--- config.mk ---
export PLATFORM = sky130hd
export DESIGN_NAME = seq_shift_add_multiplier
export DESIGN_NICKNAME = d
export VERILOG_FILES = /design/src/rtl/seq_shift_add_multiplier.sv
export SDC_FILE = /design/constraint.sdc
export NUM_CORES = 1
export LEC_CHECK = 0
export ABC_CLOCK_PERIOD_IN_PS = 3950
export CORE_UTILIZATION = 51
export DETAILED_ROUTE_END_ITERATION = 8
export PLACE_DENSITY = 0.81
export RECOVER_POWER = 100
export SYNTH_ARGS = -nofsm -noshare
export SYNTH_HDL_FRONTEND = slang
export SYNTH_HIERARCHICAL = 1
export SYNTH_SLANG_ARGS = --single-unit
--- constraint.sdc ---
create_clock -name clk -period 3.95 [get_ports clk]
set_clock_uncertainty 0.05 [all_clocks]
set_input_delay 0.5925 -clock clk [delete_from_list [all_inputs] [get_ports clk]]
set_output_delay 0.5925 -clock clk [all_outputs]
set_load 0.01 [all_outputs]
--- src/rtl/seq_shift_add_multiplier.sv ---
// Unsigned WIDTH x WIDTH -> 2*WIDTH iterative shift-and-add multiplier.
// One partial product per cycle through a single adder; start/busy/done handshake.

module cla_adder (
  input  logic [31:0] a,
  input  logic [31:0] b,
  input  logic        cin,
  output logic [31:0] sum,
  output logic        cout
);
  logic [31:0] g, p;
  logic [7:0]  grp_g, grp_p;
  logic [8:0]  gc;

  assign g = a & b;
  assign p = a ^ b;

  // Two-level lookahead: 4-bit groups, group carries resolved serially below.
  for (genvar k = 0; k < 8; k++) begin : g_grp
    localparam int B = 4 * k;
    logic [3:0] cb;

    assign grp_g[k] = g[B+3] | (p[B+3] & g[B+2]) | (p[B+3] & p[B+2] & g[B+1])
                    | (p[B+3] & p[B+2] & p[B+1] & g[B]);
    assign grp_p[k] = &p[B+3:B];

    assign cb[0] = gc[k];
    assign cb[1] = g[B] | (p[B] & gc[k]);
    assign cb[2] = g[B+1] | (p[B+1] & g[B]) | (p[B+1] & p[B] & gc[k]);
    assign cb[3] = g[B+2] | (p[B+2] & g[B+1]) | (p[B+2] & p[B+1] & g[B])
                 | (p[B+2] & p[B+1] & p[B] & gc[k]);
    assign sum[B+3:B] = p[B+3:B] ^ cb;
  end

  always_comb begin
    gc = '0;
    gc[0] = cin;
    for (int k = 0; k < 8; k++) begin
      gc[k+1] = grp_g[k] | (grp_p[k] & gc[k]);
    end
  end

  assign cout = gc[8];
endmodule

// State table
//   state | meaning
//   IDLE  | waiting for start after reset
//   RUN   | one shift-and-add iteration per cycle, busy=1
//   DONE  | product valid and held, done=1; start restarts
module seq_shift_add_multiplier #(
  parameter int WIDTH = 32
) (
  input  logic               clk,
  input  logic               rst_n,
  input  logic               start,
  input  logic [WIDTH-1:0]   a,
  input  logic [WIDTH-1:0]   b,
  output logic               busy,
  output logic               done,
  output logic [2*WIDTH-1:0] product
);
  localparam int CNT_W = $clog2(WIDTH) + 1;

  typedef enum logic [1:0] {IDLE, RUN, DONE} state_t;

  state_t             state, state_nxt;
  logic [WIDTH-1:0]   a_reg, a_nxt;
  logic [2*WIDTH-1:0] p_reg, p_nxt;
  logic [CNT_W-1:0]   count, count_nxt;

  logic [WIDTH-1:0]   add_x, add_y, add_sum;
  logic               add_cout;

  assign add_x = p_reg[2*WIDTH-1:WIDTH];
  assign add_y = p_reg[0] ? a_reg : '0;

  if (WIDTH == 32) begin : g_cla
    cla_adder u_add (
      .a    (add_x),
      .b    (add_y),
      .cin  (1'b0),
      .sum  (add_sum),
      .cout (add_cout)
    );
  end else begin : g_beh
    assign {add_cout, add_sum} = {1'b0, add_x} + {1'b0, add_y};
  end

  always_ff @(posedge clk or negedge rst_n) begin
    if (!rst_n) begin
      state <= IDLE;
      a_reg <= '0;
      p_reg <= '0;
      count <= '0;
    end else begin
      state <= state_nxt;
      a_reg <= a_nxt;
      p_reg <= p_nxt;
      count <= count_nxt;
    end
  end

  always_comb begin
    state_nxt = state;
    a_nxt     = a_reg;
    p_nxt     = p_reg;
    count_nxt = count;
    case (state)
      IDLE, DONE: begin
        if (start) begin
          a_nxt     = a;
          p_nxt     = {{WIDTH{1'b0}}, b};
          count_nxt = '0;
          state_nxt = RUN;
        end
      end
      RUN: begin
        // Carry-out lands in the top bit so the partial sum is never truncated.
        p_nxt     = {add_cout, add_sum, p_reg[WIDTH-1:1]};
        count_nxt = count + 1'b1;
        if (count == CNT_W'(WIDTH - 1)) state_nxt = DONE;
      end
      default: state_nxt = IDLE;
    endcase
  end

  assign busy    = (state == RUN);
  assign done    = (state == DONE);
  assign product = p_reg;
endmodule
==> results_dict.tcl <==
set metrics [dict create \
    synth.yosys.seq_area_share 0.459 \
    start_util 0.524 \
    gp_congestion 0.856 \
    final_util 0.669 \
    die_area_um2 11600 \
    largest_reg_flops 64 \
    cts_tree "done" \
    yosysTopAreaCell "dfrtp_1" \
    power.density_nw_per_um2 807 \
    post_cts_buffers 0 \
    htreeDepth 3 \
    synth_edf_count 0 \
    grt_usage 0.252 \
    cts-root-buf "clkbuf_8" \
    arrival_ns 3.76 \
    dr.pass1.iters 6 \
    period_share 0.894 \
    leakage_uw 0.00347 \
    netSwitchingFraction 0.393 \
    drv_cap 3 \
    startpoint_type "flop" \
    die_w_um 107 \
    ys_types 54 \
    fin_crit_ns 3.53 \
    postCtsHoldBufs 0 \
    setup_slack_ns 0.419 \
    p_seq_frac 0.343 \
    dpl.hpwl_um 9400 \
    hold_class "flop to flop" \
    diodes 0 \
    required_ns 4.18 \
    grt_max_degree 83 \
    vias_per_cell 5.53 \
    p_clk_frac 0.126 \
    yosysTopAreaCellShare 0.459 \
    fin_total_pwr_uw 5860 \
    slew_violations 170 \
    max_freq_mhz 283 \
    synth_most_common_cell "nand2_1" \
    synthArstFlopShare 1.00 \
    place_ws_ns 0.491 \
    synth-seq-cells 104 \
    io_buffers 132 \
    avgRoutedWirePerCell_um 15.9 \
    reg2reg_from "product[0]" \
    worstHoldPathCells 2 \
    worstRegToRegCells 11 \
    slew_headroom -0.315 \
    peakVddDrop_uv 435 \
    power_switching_uw 2310 \
    cp-end-kind "flop" \
    netlist_instances 581 \
    ys.flop_type "dfrtp_1" \
    synth_area_leaders "dfrtp_1, nand2_1, ha_1, a22o_1, a22oi_1" \
    initialDrtViolationCount 227 \
    ys_top_cells_by_count "nand2_1, dfrtp_1, nand3_1, a22o_1, ha_1" \
    die_y_um 107 \
    clk_pin_slew_ns 0.10 \
    violations "design-rule violations, max-capacitance violations, max-slew violations" \
    status "complete, but fails checks" \
    grt_pass1_wl_um 22500 \
    gr-total-overflow 0 \
    grt_antenna_before_repair 0 \
    p_int_uw 3550 \
    area.growth.synth_to_final_pct 27.8 \
    yosysWarnings 6 \
    fin_nets 808 \
    met2_length_um 6740 \
    top_layer "met4" \
    syn_area_per_cell_um2 9.77 \
    syn_area_um2 5680 \
    r2r_end "product[60]" \
    route.met3.wl_um 819 \
    finalSetupViolCount 0 \
    core-area_um2 10800 \
    met1Wirelength_um 5620 \
    drive_gt1_frac 0.0496 \
    pwr-share-comb 0.530 \
    grt_pass1_vias 4735 \
    totalWireLength_um 13400 \
    cts_max_path_buffers 2 \
    grt_setup_unrepaired "false" \
    row_count 38 \
    min_to "a_reg[1]" \
    crit_fanout 21 \
    ant_nets 0 \
    rrSetupSlack_ns 0.42 \
    clk_latency_ns 0.39 \
    clock_sinks 104 \
    drc 1 \
    critical_path_class "flop to flop" \
    hp-start "a_reg[1]" \
    cts_buffers 9 \
    tns_ns 0 \
    postCtsResizedCells 0 \
    worst_pin_slew_ns 1.97 \
    num_io_pins 133 \
    hold_viol_final 0 \
    vias 4672 \
]
[power by group through the flow]
| stage | logic, uW | registers (uW) | clock network (uW) |
|---|---|---|---|
| 2_1_floorplan | 1980 | 2060 | 0 |
| 3_3_place_gp | 3100 | 2030 | 0 |
| 3_5_place_dp | 3240 | 2030 | 0 |
| 4_1_cts | 3260 | 2030 | 763 |
| 5_1_grt | 3460 | 2080 | 805 |
| 6_report | 3110 | 2010 | 740 |
[critical path: stages (launching register included)]
cell and delay (ns):
dfrtp_1 0.71, and2_0 0.21, ha_1 0.27, and2_4 0.18, a221oi_1 0.44, a21o_2 0.27, nand3_4 0.09, a211oi_4 0.32
o21ai_2 0.12, fa_1 0.38, xor2_1 0.17, a22o_1 0.20
[routing by layer]
metal / vias up / global-route usage
li1: 2249 / -
met1: 2270 / 0.311
met2: 133 / 0.423
met3: 20 / 0.0757
met4: 0 / 0.0763
met5: - / 0
[how the worst max path moves through the flow]
stage | start | depth (start not counted) | to | slack, ns
2_1_floorplan | product[0] | 12 | product[60] | 0.89
3_3_place_gp | product[0] | 12 | product[60] | 0.58
5_1_grt | product[0] | 11 | product[62] | 0.15
3_5_place_dp | product[0] | 12 | product[60] | 0.49
4_1_cts | product[0] | 12 | product[60] | 0.48
6_report | product[0] | 11 | product[60] | 0.42
[stage by stage]
| step | hold WS (ns) | cell area, um2 | cells |
|---|---|---|---|
| final | 0.424 | 7260 | 845 |
| after CTS | 0.360 | 7290 | 845 |
| after global placement | 0.404 | 7070 | 829 |
| after detailed placement | 0.407 | 7070 | 829 |
| after global routing | 0.441 | 7260 | 845 |
| after floorplan | 0.247 | 5680 | 582 |
[layout by cell type, fill, tap and decap left out, types with 3 or more instances in the layout]
cell type / count
a21o_1: 6
xor2_1: 9
clkbuf_8: 10
a22oi_1: 31
inv_1: 13
nand4_1: 6
xnor2_1: 11
dlygate4sd3_1: 66
ha_1: 33
nand2_1: 142
and2_0: 3
fa_1: 8
o21ai_0: 6
clkdlybuf4s50_1: 65
buf_4: 4
a21oi_1: 20
and2_1: 29
nor3_1: 3
nor2_1: 12
clkbuf_1: 4
a31oi_1: 3
nand3_1: 35
dfrtp_1: 104
a22o_1: 34
nor2b_1: 5
[layout make-up]
class | count | area [um2]
inverters | 13 | 48.8
repair buffers | 139 | 1360
multi-input cells | 433 | 2850
clock inverters | 5 | 78.8
fillers | 873 | 3580
clock buffers | 11 | 141
well taps | 140 | 175
flip-flops and latches | 104 | 2600
[logic make-up after synthesis]
kind of cell | after synthesis | share of synthesized area
xor gates and xnor gates | 20 | 0.0309
other | 1 | 0.000661
and+or+nand+nor | 246 | 0.199
AOI/OAI and AO/OA | 121 | 0.167
adders and majority gates | 41 | 0.101
buffers and inverters | 45 | 0.0375
muxes | 3 | 0.00551
DFF | 104 | 0.459
No activity file was read; power rests on OpenSTA's default activity.
